--- src/rtl/alu_arbiter.sv ---
// Two-requester arbiter sharing one ALU, with lock ownership and a registered result path.
// Define ALU_ARBITER_RR_EN for round-robin contention; otherwise fixed priority to r0 with a burst limit.
module alu_arbiter #(
    parameter int MAX_BURST = 4
) (
    input  logic       clk,
    input  logic       rst_n,
    input  logic       r0_req,
    input  logic       r1_req,
    input  logic       r0_lock,
    input  logic       r1_lock,
    input  logic [3:0] r0_mode,
    input  logic [3:0] r1_mode,
    input  logic [7:0] r0_op1,
    input  logic [7:0] r0_op2,
    input  logic [7:0] r1_op1,
    input  logic [7:0] r1_op2,
    output logic       r0_gnt,
    output logic       r1_gnt,
    output logic       r0_vld,
    output logic       r1_vld,
    output logic       alu_en,
    output logic [3:0] alu_mode,
    output logic [7:0] alu_op1,
    output logic [7:0] alu_op2,
    input  logic [7:0] alu_out,
    input  logic [3:0] alu_flags,
    output logic [7:0] res,
    output logic [3:0] res_flags
);

    typedef enum logic {
        SEL_R0 = 1'b0,
        SEL_R1 = 1'b1
    } sel_t;

    sel_t owner;
    logic owner_vld;
    sel_t last_sel;
    sel_t gnt_sel;
    logic gnt_any;
    logic gnt_lock;
    logic owner_req;

`ifndef ALU_ARBITER_RR_EN
    localparam int CW = (MAX_BURST < 1) ? 1 : $clog2(MAX_BURST + 1);
    logic [CW-1:0] burst_cnt;
`endif

    assign owner_req = (owner == SEL_R0) ? r0_req : r1_req;

    // An active owner pre-empts all arbitration; reset suppresses every grant.
    always_comb begin
        r0_gnt = 1'b0;
        r1_gnt = 1'b0;
        if (rst_n) begin
            if (owner_vld && owner_req) begin
                r0_gnt = (owner == SEL_R0);
                r1_gnt = (owner == SEL_R1);
            end else if (r0_req && !r1_req) begin
                r0_gnt = 1'b1;
            end else if (r1_req && !r0_req) begin
                r1_gnt = 1'b1;
            end else if (r0_req && r1_req) begin
`ifdef ALU_ARBITER_RR_EN
                if (last_sel == SEL_R0) r1_gnt = 1'b1;
                else                    r0_gnt = 1'b1;
`else
                if (last_sel == SEL_R0 && burst_cnt == CW'(MAX_BURST)) r1_gnt = 1'b1;
                else                                                   r0_gnt = 1'b1;
`endif
            end
        end
    end

    assign gnt_any  = r0_gnt | r1_gnt;
    assign gnt_sel  = r1_gnt ? SEL_R1 : SEL_R0;
    assign gnt_lock = r1_gnt ? r1_lock : (r0_gnt & r0_lock);

    always_comb begin
        alu_en   = gnt_any;
        alu_mode = 4'd0;
        alu_op1  = 8'd0;
        alu_op2  = 8'd0;
        if (r0_gnt) begin
            alu_mode = r0_mode;
            alu_op1  = r0_op1;
            alu_op2  = r0_op2;
        end else if (r1_gnt) begin
            alu_mode = r1_mode;
            alu_op1  = r1_op1;
            alu_op2  = r1_op2;
        end
    end

    always_ff @(posedge clk or negedge rst_n) begin
        if (!rst_n) begin
            res       <= 8'd0;
            res_flags <= 4'd0;
            r0_vld    <= 1'b0;
            r1_vld    <= 1'b0;
            owner_vld <= 1'b0;
            owner     <= SEL_R0;
            last_sel  <= SEL_R1;
        end else begin
            r0_vld <= r0_gnt;
            r1_vld <= r1_gnt;
            if (gnt_any) begin
                res       <= alu_out;
                res_flags <= alu_flags;
                last_sel  <= gnt_sel;
            end
            // Ownership ends when the owner releases its lock or drops its request.
            if (gnt_any && gnt_lock) begin
                owner_vld <= 1'b1;
                owner     <= gnt_sel;
            end else if (owner_vld && ((gnt_any && gnt_sel == owner) || !owner_req)) begin
                owner_vld <= 1'b0;
            end
        end
    end

`ifndef ALU_ARBITER_RR_EN
    always_ff @(posedge clk or negedge rst_n) begin
        if (!rst_n) begin
            burst_cnt <= '0;
        end else if (!gnt_any) begin
            burst_cnt <= '0;
        end else if (gnt_sel != last_sel) begin
            burst_cnt <= CW'(1);
        end else if (burst_cnt != CW'(MAX_BURST)) begin
            burst_cnt <= burst_cnt + CW'(1);
        end
    end
`endif

endmodule
--- config.mk ---
export PLATFORM = sky130hd
export DESIGN_NAME = alu_arbiter
export DESIGN_NICKNAME = d
export VERILOG_FILES = /design/src/rtl/alu_arbiter.sv
export SDC_FILE = /design/constraint.sdc
export NUM_CORES = 1
export LEC_CHECK = 0
export ABC_AREA = 1
export BUFFER_PORTS_ARGS = -buffer_cell sky130_fd_sc_hd__buf_2
export CAP_MARGIN = 10
export CORE_UTILIZATION = 41
export CTS_CLUSTER_SIZE = 25
export DETAILED_ROUTE_END_ITERATION = 10
export GPL_ROUTABILITY_DRIVEN = 1
export PLACE_DENSITY = 0.84
export SYNTH_ARGS = -nofsm -noshare
export SYNTH_HDL_FRONTEND = slang
export SYNTH_SLANG_ARGS = --single-unit
export TNS_END_PERCENT = 50
--- constraint.sdc ---
create_clock -name clk -period 3.75 [get_ports clk]
set_clock_uncertainty 0.15 [all_clocks]
set_input_delay 0.375 -clock clk [delete_from_list [all_inputs] [get_ports clk]]
set_output_delay 0.375 -clock clk [all_outputs]
set_load 0.01 [all_outputs]
==> out/results.ini, run 1 <==
[sta]
timing.final.max_slew_violations = 0
setup_viol = 0
post-route-min-period_ps = 2840
worst_slew_pin_slew_ps = 475
min_period_over_period_pct = 75.6
setup_repair_after_global_routing_missed_its_margin = no
finalHoldViolations = 0
fmax_mhz = 353
remaining_max_slew_budget_at_the_tightest_pin_pct = 68.3
finalSetupTns_ps = 0
finalHoldWorstSlack_ps = 117

[synthesis]
post-synth-top-count-cell = sky130_fd_sc_hd__nand2_1
synthTopCellsByCount = 38 x sky130_fd_sc_hd__nand2_1, 20 x sky130_fd_sc_hd__a22o_1, 19 x sky130_fd_sc_hd__dfrtp_1
synth.avg_cell_area_um2 = 8.55
netlist_instances = 136
synth_edf_count = 0
syn-cell-area_um2 = 1160
synth_async_sr_flop_share_pct = 100
yosysTopAreaCellShare_pct = 40.9
ys_seq_area_share_pct = 43.2
synth_fp_nets = 196
dominantRegCellSynth = sky130_fd_sc_hd__dfrtp_1
synth_cell_type_count = 23
number_of_synthesized_register_bits = 20
synth_top_cell_by_area = sky130_fd_sc_hd__dfrtp_1
ys.warnings.count = 0
synthTopCellsByArea = sky130_fd_sc_hd__dfrtp_1 41%, sky130_fd_sc_hd__a22o_1 15%, sky130_fd_sc_hd__nand2_1 12%, sky130_fd_sc_hd__nand3_1 6.9%, sky130_fd_sc_hd__inv_1 2.9%

[setup_path]
setup.worst_path.class = input pin to output pin
crit_path_max_incr_delay_ps = 520
cp-start-kind = input pin
critical_path_peak_fanout = 23
path_cells = dlygate4sd3_1 -> buf_2 -> nand2_2 -> inv_2 -> a22o_1 -> buf_2
worst_path_most_repeated_cell = sky130_fd_sc_hd__buf_2
crit_required_ps = 3220
endpoint_kind = output pin
critical_path_buf_inv_count = 4
cp_data_arrival_time_ps = 2310
critical_path.slowest_cell = sky130_fd_sc_hd__dlygate4sd3_1
cp_top_family = buffers and inverters

[clock_network]
cts_htree_levels = 1
clk_latency_ps = 290
clock_tree.root_cell = sky130_fd_sc_hd__clkbuf_4
cts_post_setup_buffers_inserted = 0
clock_input_transition_at_the_sequential_cells_of_the_worst_setup_and_hold_paths_ps = 110
cts_tree = done
numCtsBuffers = 3
count_of_hold_buffers_inserted_by_post_cts_repair = 1
post_cts.resized_instances = 0
clock_sinks = 20
largest_buffer_count_on_any_clock_path = 2

[final_layout]
drive_gt1_share_pct = 47.4
diodes = 0
layout.filler_cells = 255
area.sequential_um2 = 502
layout-area-overhead-vs-synth_pct = 42.6
stdcell_area_um2 = 1660
multi_input_comb_area_um2 = 554
finalNetCount = 289

[routing]
route.final.wire_length_um = 3250
dr_vias_cell = 5.11
routed-via-count = 1319
detail_route.first_pass.iterations = 4
drt-wirelength-per-cell_um = 12.6
detail-route-antenna-nets = 0
drc_violations = 0
drt_iter0_markers = 54

[grt]
globalRouteTotalUtil_pct = 21.4
initial_antenna_violation_count = 0
grt_first_pass_wirelength_um = 5270
grt_start_max_net_pins = 25
grt_pass1_vias = 1213
global_route.overflow_total = 0

[hold_path]
worst_hold_path_type = input pin to register

[run_status]
outcome = completed

[floorplanning]
io-pin-count = 95
floorplan.initialDensity_pct = 45.3
placementRows = 18
dieWidth_um = 55.2
floorplan.die.height_um = 55.2
design.core.area_um2 = 2570
design.die.area_um2 = 3050

[pwr]
total_leakage_power_nw = 1.01
power_density_nw_per_um2 = 586
max-vdd-ir-drop_v = 0.000415

[place]
hpwlAfterDp_um = 2600
portbufs = 94
finalWeightedCongestion = 0.819
placed_area_um2 = 1610

[run]
drv.max_cap_violation_count = 0

[metrics by stage]
stage               util [%]  worst slack (ps)  total power, W  cells
floorplan                  -              1760        0.000681    136
finish                  64.6               913        0.000971    258
CTS                     64.6               866        0.000981    258
global route            64.6               725         0.00105    258
detailed placement      62.8              1340        0.000857    253
global placement        62.8              1410        0.000847    253
[worst min-delay path: stages]
cell                      delay, ps
sky130_fd_sc_hd__buf_2           70
sky130_fd_sc_hd__nand2_1         40
sky130_fd_sc_hd__nand2_1         40
[logic make-up (layout without fill, tap and decap cells)]
kind of cell | after synthesis | count (layout) | synth area share [%]
compound gates | 27 | 27 | 18.7
xor+xnor | 1 | 1 | 0.754
fa+ha+maj | 2 | 2 | 2.15
buf+inv | 19 | 111 | 9.15
flops | 20 | 20 | 43.2
simple gates | 67 | 67 | 26.1
[per-layer routing]
| metal | track usage (%) | vias to the layer above | share of wire, % |
|---|---|---|---|
| met3 | 5.15 | 4 | 8.3 |
| li1 | - | 648 | - |
| met4 | 6.43 | 0 | 0.89 |
| met2 | 38.7 | 71 | 52 |
| met1 | 24.7 | 596 | 39 |
| met5 | 0 | - | 0 |
[layout make-up]
class / count / area share (%)
Tap cell: 30 / 2.26
Inverter: 12 / 2.87
Timing Repair Buffer: 95 / 29.0
Sequential cell: 20 / 30.3
Clock buffer: 4 / 2.19
Multi-Input combinational cell: 97 / 33.4
[cell usage in the layout, fill, tap and decap left out]
master and n:
sky130_fd_sc_hd__nand3_2 1, sky130_fd_sc_hd__nand2_1 38, sky130_fd_sc_hd__inv_4 1, sky130_fd_sc_hd__nor2_1 4, sky130_fd_sc_hd__o21ai_1 2, sky130_fd_sc_hd__ha_1 2
sky130_fd_sc_hd__inv_1 9, sky130_fd_sc_hd__dfstp_2 1, sky130_fd_sc_hd__buf_2 94, sky130_fd_sc_hd__a21oi_1 1, sky130_fd_sc_hd__clkbuf_4 3, sky130_fd_sc_hd__nand2_4 1
sky130_fd_sc_hd__dlygate4sd3_1 1, sky130_fd_sc_hd__dfrtp_1 19, sky130_fd_sc_hd__nand4_1 3, sky130_fd_sc_hd__o21ai_0 3, sky130_fd_sc_hd__nand2_2 3, sky130_fd_sc_hd__nand3_1 16
sky130_fd_sc_hd__a22o_1 20, sky130_fd_sc_hd__xnor2_1 1, sky130_fd_sc_hd__clkbuf_8 1, sky130_fd_sc_hd__o31ai_2 1, sky130_fd_sc_hd__inv_2 2, sky130_fd_sc_hd__or2_0 1
[sequential cells by signal (all words and copies together) (netlist names)]
register and flops:
res_flags 4, burst_cnt 3, owner_vld 1, r1_vld 1, last_sel 1, res 8
r0_vld 1, owner 1
[worst paths after layout]
kind	from	end	slack (ps)	depth (start not counted)
max	rst_n	alu_op2[4]	910	6
min	alu_flags[1]	res_flags[1]	120	3
max reg2reg	burst_cnt[0]	burst_cnt[0]	1630	10
min reg2reg	res[7]	res[7]	370	2
max in group asynchronous	rst_n	last_sel	2690	2
min in group asynchronous	rst_n	res_flags[0]	410	2
[power by group]
part,switching (W),total [W],internal (W)
Sequential,0.0000573,0.000367,0.000309
Combinational,0.000280,0.000484,0.000203
Clock,0.0000619,0.000121,0.0000591
Power figures use the tool's default switching activity.
==> run 2, diff against run 1 <==
--- a/config.mk
+++ b/config.mk
@@ -8,11 +8,11 @@
 export ABC_AREA = 1
 export BUFFER_PORTS_ARGS = -buffer_cell sky130_fd_sc_hd__buf_2
 export CAP_MARGIN = 10
-export CORE_UTILIZATION = 41
+export CORE_UTILIZATION = 38
 export CTS_CLUSTER_SIZE = 25
 export DETAILED_ROUTE_END_ITERATION = 10
 export GPL_ROUTABILITY_DRIVEN = 1
-export PLACE_DENSITY = 0.84
+export PLACE_DENSITY = 0.79
 export SYNTH_ARGS = -nofsm -noshare
 export SYNTH_HDL_FRONTEND = slang
 export SYNTH_SLANG_ARGS = --single-unit
==> constraint.sdc (replaced) <==
create_clock -name clk -period 2.8 [get_ports clk]
set_clock_uncertainty 0.15 [all_clocks]
set_input_delay 0.28 -clock clk [delete_from_list [all_inputs] [get_ports clk]]
set_output_delay 0.28 -clock clk [all_outputs]
set_load 0.01 [all_outputs]
==> out/results.ini, run 2 (synthesis results as in run 1) <==
[place]
portbufs = 94  ; unchanged
numPlacedInstances = 255  ; was 253
finalWeightedCongestion = 0.808  ; was 0.819
hpwlAfterDp_um = 2530  ; was 2600 um

[setup_path]
reg2reg_setup_slack_ps = 690  ; was 1630 ps
rr_worst_depth = 10  ; unchanged
setup.worst_path.class = register to output pin  ; was input pin to output pin
path_cells = inv_1 -> ha_1 -> nand2_1 -> nor2_1 -> o21ai_1 -> nand2_2 -> inv_4 -> a22o_1 -> buf_2  ; was dlygate4sd3_1 -> buf_2 -> nand2_2 -> inv_2 -> a22o_1 -> buf_2
rr_endpoint = burst_cnt[0]  ; unchanged
endpoint_kind = output pin  ; unchanged
critical_path_peak_fanout = 23  ; unchanged
cp_data_arrival_time_ps = 2100  ; was 2310 ps
crit_path_max_incr_delay_ps = 400  ; was 520 ps
cp-start-kind = register  ; was input pin
crit_required_ps = 2370  ; was 3220 ps
r2r_start = burst_cnt[0]  ; unchanged
worst_setup_path_endpoint = alu_mode[0]  ; was alu_op2[4]
crit_start = burst_cnt[0]  ; was rst_n
critical_path.slowest_cell = sky130_fd_sc_hd__dfrtp_1  ; was sky130_fd_sc_hd__dlygate4sd3_1

[sta]
fmax_mhz = 395
finalHoldViolations = 0  ; unchanged
setup_viol = 0  ; unchanged
finalSetupTns_ps = 0  ; unchanged
worst_slew_pin_slew_ps = 316  ; was 475 ps
post-route-min-period_ps = 2530
timing.final.max_slew_violations = 0  ; unchanged
min_period_over_period_pct = 90.4
remaining_max_slew_budget_at_the_tightest_pin_pct = 78.8  ; was 68.3%
setup_repair_after_global_routing_missed_its_margin = no  ; unchanged

[routing]
routed-via-count = 1294  ; was 1319
detail_route.first_pass.iterations = 8  ; was 4
dr_vias_cell = 4.98  ; was 5.11
drt-wirelength-per-cell_um = 12.3  ; was 12.6 um
drc_violations = 10  ; was 0
drt_iter0_markers = 50  ; was 54
detail-route-antenna-nets = 0  ; unchanged
route.final.wire_length_um = 3190  ; was 3250 um

[floorplanning]
placementRows = 19  ; was 18
dieWidth_um = 57.3  ; was 55.2 um
floorplan.initialDensity_pct = 41.1  ; was 45.3%
design.die.area_um2 = 3280  ; was 3050 um^2
design.core.area_um2 = 2830  ; was 2570 um^2
io-pin-count = 95  ; unchanged
floorplan.die.height_um = 57.3  ; was 55.2 um

[grt]
globalRouteTotalUtil_pct = 20.6  ; was 21.4%
initial_antenna_violation_count = 0  ; unchanged
global_route.overflow_total = 0  ; unchanged
grt_first_pass_wirelength_um = 5320  ; was 5270 um
grt_start_max_net_pins = 25  ; unchanged
grt_pass1_vias = 1257  ; was 1213

[hold_path]
worst_hold_path_type = input pin to register  ; unchanged

[clock_network]
cts_post_setup_buffers_inserted = 0  ; unchanged
clock_input_transition_at_the_sequential_cells_of_the_worst_setup_and_hold_paths_ps = 110  ; about the same
largest_buffer_count_on_any_clock_path = 2  ; unchanged
clock_tree.root_cell = sky130_fd_sc_hd__clkbuf_4  ; unchanged
cts_htree_levels = 1  ; unchanged
numCtsBuffers = 3  ; unchanged
clock_sinks = 20  ; unchanged
clk_latency_ps = 300  ; was 290 ps
cts_tree = done  ; unchanged

[final_layout]
finalNetCount = 290  ; was 289
finalNonFillerCells = 260  ; was 258
mostFrequentLayoutCells = 94 x sky130_fd_sc_hd__buf_2, 38 x sky130_fd_sc_hd__nand2_1, 20 x sky130_fd_sc_hd__a22o_1  ; unchanged
layout-area-overhead-vs-synth_pct = 43.6  ; was 42.6%
biggestRegsByFlops = res (8), res_flags (4), burst_cnt (3)  ; unchanged
drive_gt1_share_pct = 47.6  ; was 47.4%
largest_register_ff_count = 8  ; unchanged
diodes = 0  ; unchanged
commonest_non_fill_non_tap_cell_in_the_layout = sky130_fd_sc_hd__buf_2  ; unchanged
layout.filler_cells = 283  ; was 255
area.sequential_um2 = 502  ; unchanged
registers.top_by_ff_count = res  ; unchanged
multi_input_comb_area_um2 = 554  ; unchanged

[pwr]
power_density_nw_per_um2 = 783  ; was 586 nW/um^2
total_leakage_power_nw = 1.02  ; was 1.01 nW
max-vdd-ir-drop_v = 0.000482  ; was 0.000415 V

[run_status]
outcome = finished, violations left  ; was completed
failed_checks = DRC

[run]
drv.max_cap_violation_count = 0  ; unchanged

==> run 2: changes by cell type in the layout (fill, tap and decap cells not counted) <==
cell / before / now
sky130_fd_sc_hd__buf_4: 0 / 1
sky130_fd_sc_hd__inv_2: 2 / 1
sky130_fd_sc_hd__inv_4: 1 / 2
==> run 2: final cells by class <==
cell class | count | share of cell area, %
tap | 31 | 2.32
sequential | 20 | 30.1
inverter | 12 | 3.00
clock buffer | 4 | 2.17
timing repair buffer | 96 | 29.2
multi-input combinational | 97 | 33.2
==> run 2: worst max-delay path, delay by kind of cell (launching register included) <==
family / cells / cell delay, ps
AO/OA/AOI/OAI: 2 / 350
adder cells (fa/ha/maj): 1 / 190
buffers and inverters: 3 / 450
flip-flops: 1 / 400
AND/OR/NAND/NOR: 3 / 410
==> run 2: how the worst min path moves through the flow <==
stage / startpoint / to / slack [ps] / depth (start not counted)
floorplan: rst_n / burst_cnt[0] / -170 / 0
global placement: rst_n / owner / -40 / 1
detailed placement: rst_n / owner / -40 / 1
CTS: alu_out[4] / res[4] / 20 / 3
global route: alu_out[2] / res[2] / 20 / 3
finish: alu_out[4] / res[4] / 20 / 3
==> run 2: through the flow <==
| step | total power [W] | utilization [%] | hold slack (ps) | cell area (um^2) | setup slack (ps) |
|---|---|---|---|---|---|
| 4_1_cts | 0.00132 | 58.9 | 17.3 | 1670 | 152 |
| 5_1_grt | 0.00143 | 59.0 | 19.3 | 1670 | 59.7 |
| 6_report | 0.00131 | 59.0 | 18.5 | 1670 | 268 |
| 3_5_place_dp | 0.00115 | 57.3 | -42.3 | 1620 | 489 |
| 2_1_floorplan | 0.000912 | - | -166 | 1160 | 902 |
| 3_3_place_gp | 0.00114 | 57.3 | -44.9 | 1620 | 554 |
==> run 2: repair_timing <==
item                       in CTS  in global routing
hold buffers                    1                  0
gates resized for setup         0                  2
setup endpoints to repair       0                 20
hold endpoints to repair       19                  0
==> run 2: routing by layer <==
metal / up-vias / global-route usage, % / part of all wire (%)
met2: 72 / 37.1 / 50
met4: 0 / 7.32 / 1.7
met5: - / 0 / 0
li1: 650 / - / -
met3: 6 / 3.40 / 7.3
met1: 566 / 24.8 / 41
==> run 2: report_power, final <==
| group | internal, W | switching (W) |
|---|---|---|
| combinational | 0.000275 | 0.000375 |
| clock | 0.0000792 | 0.0000861 |
| sequential | 0.000414 | 0.0000779 |
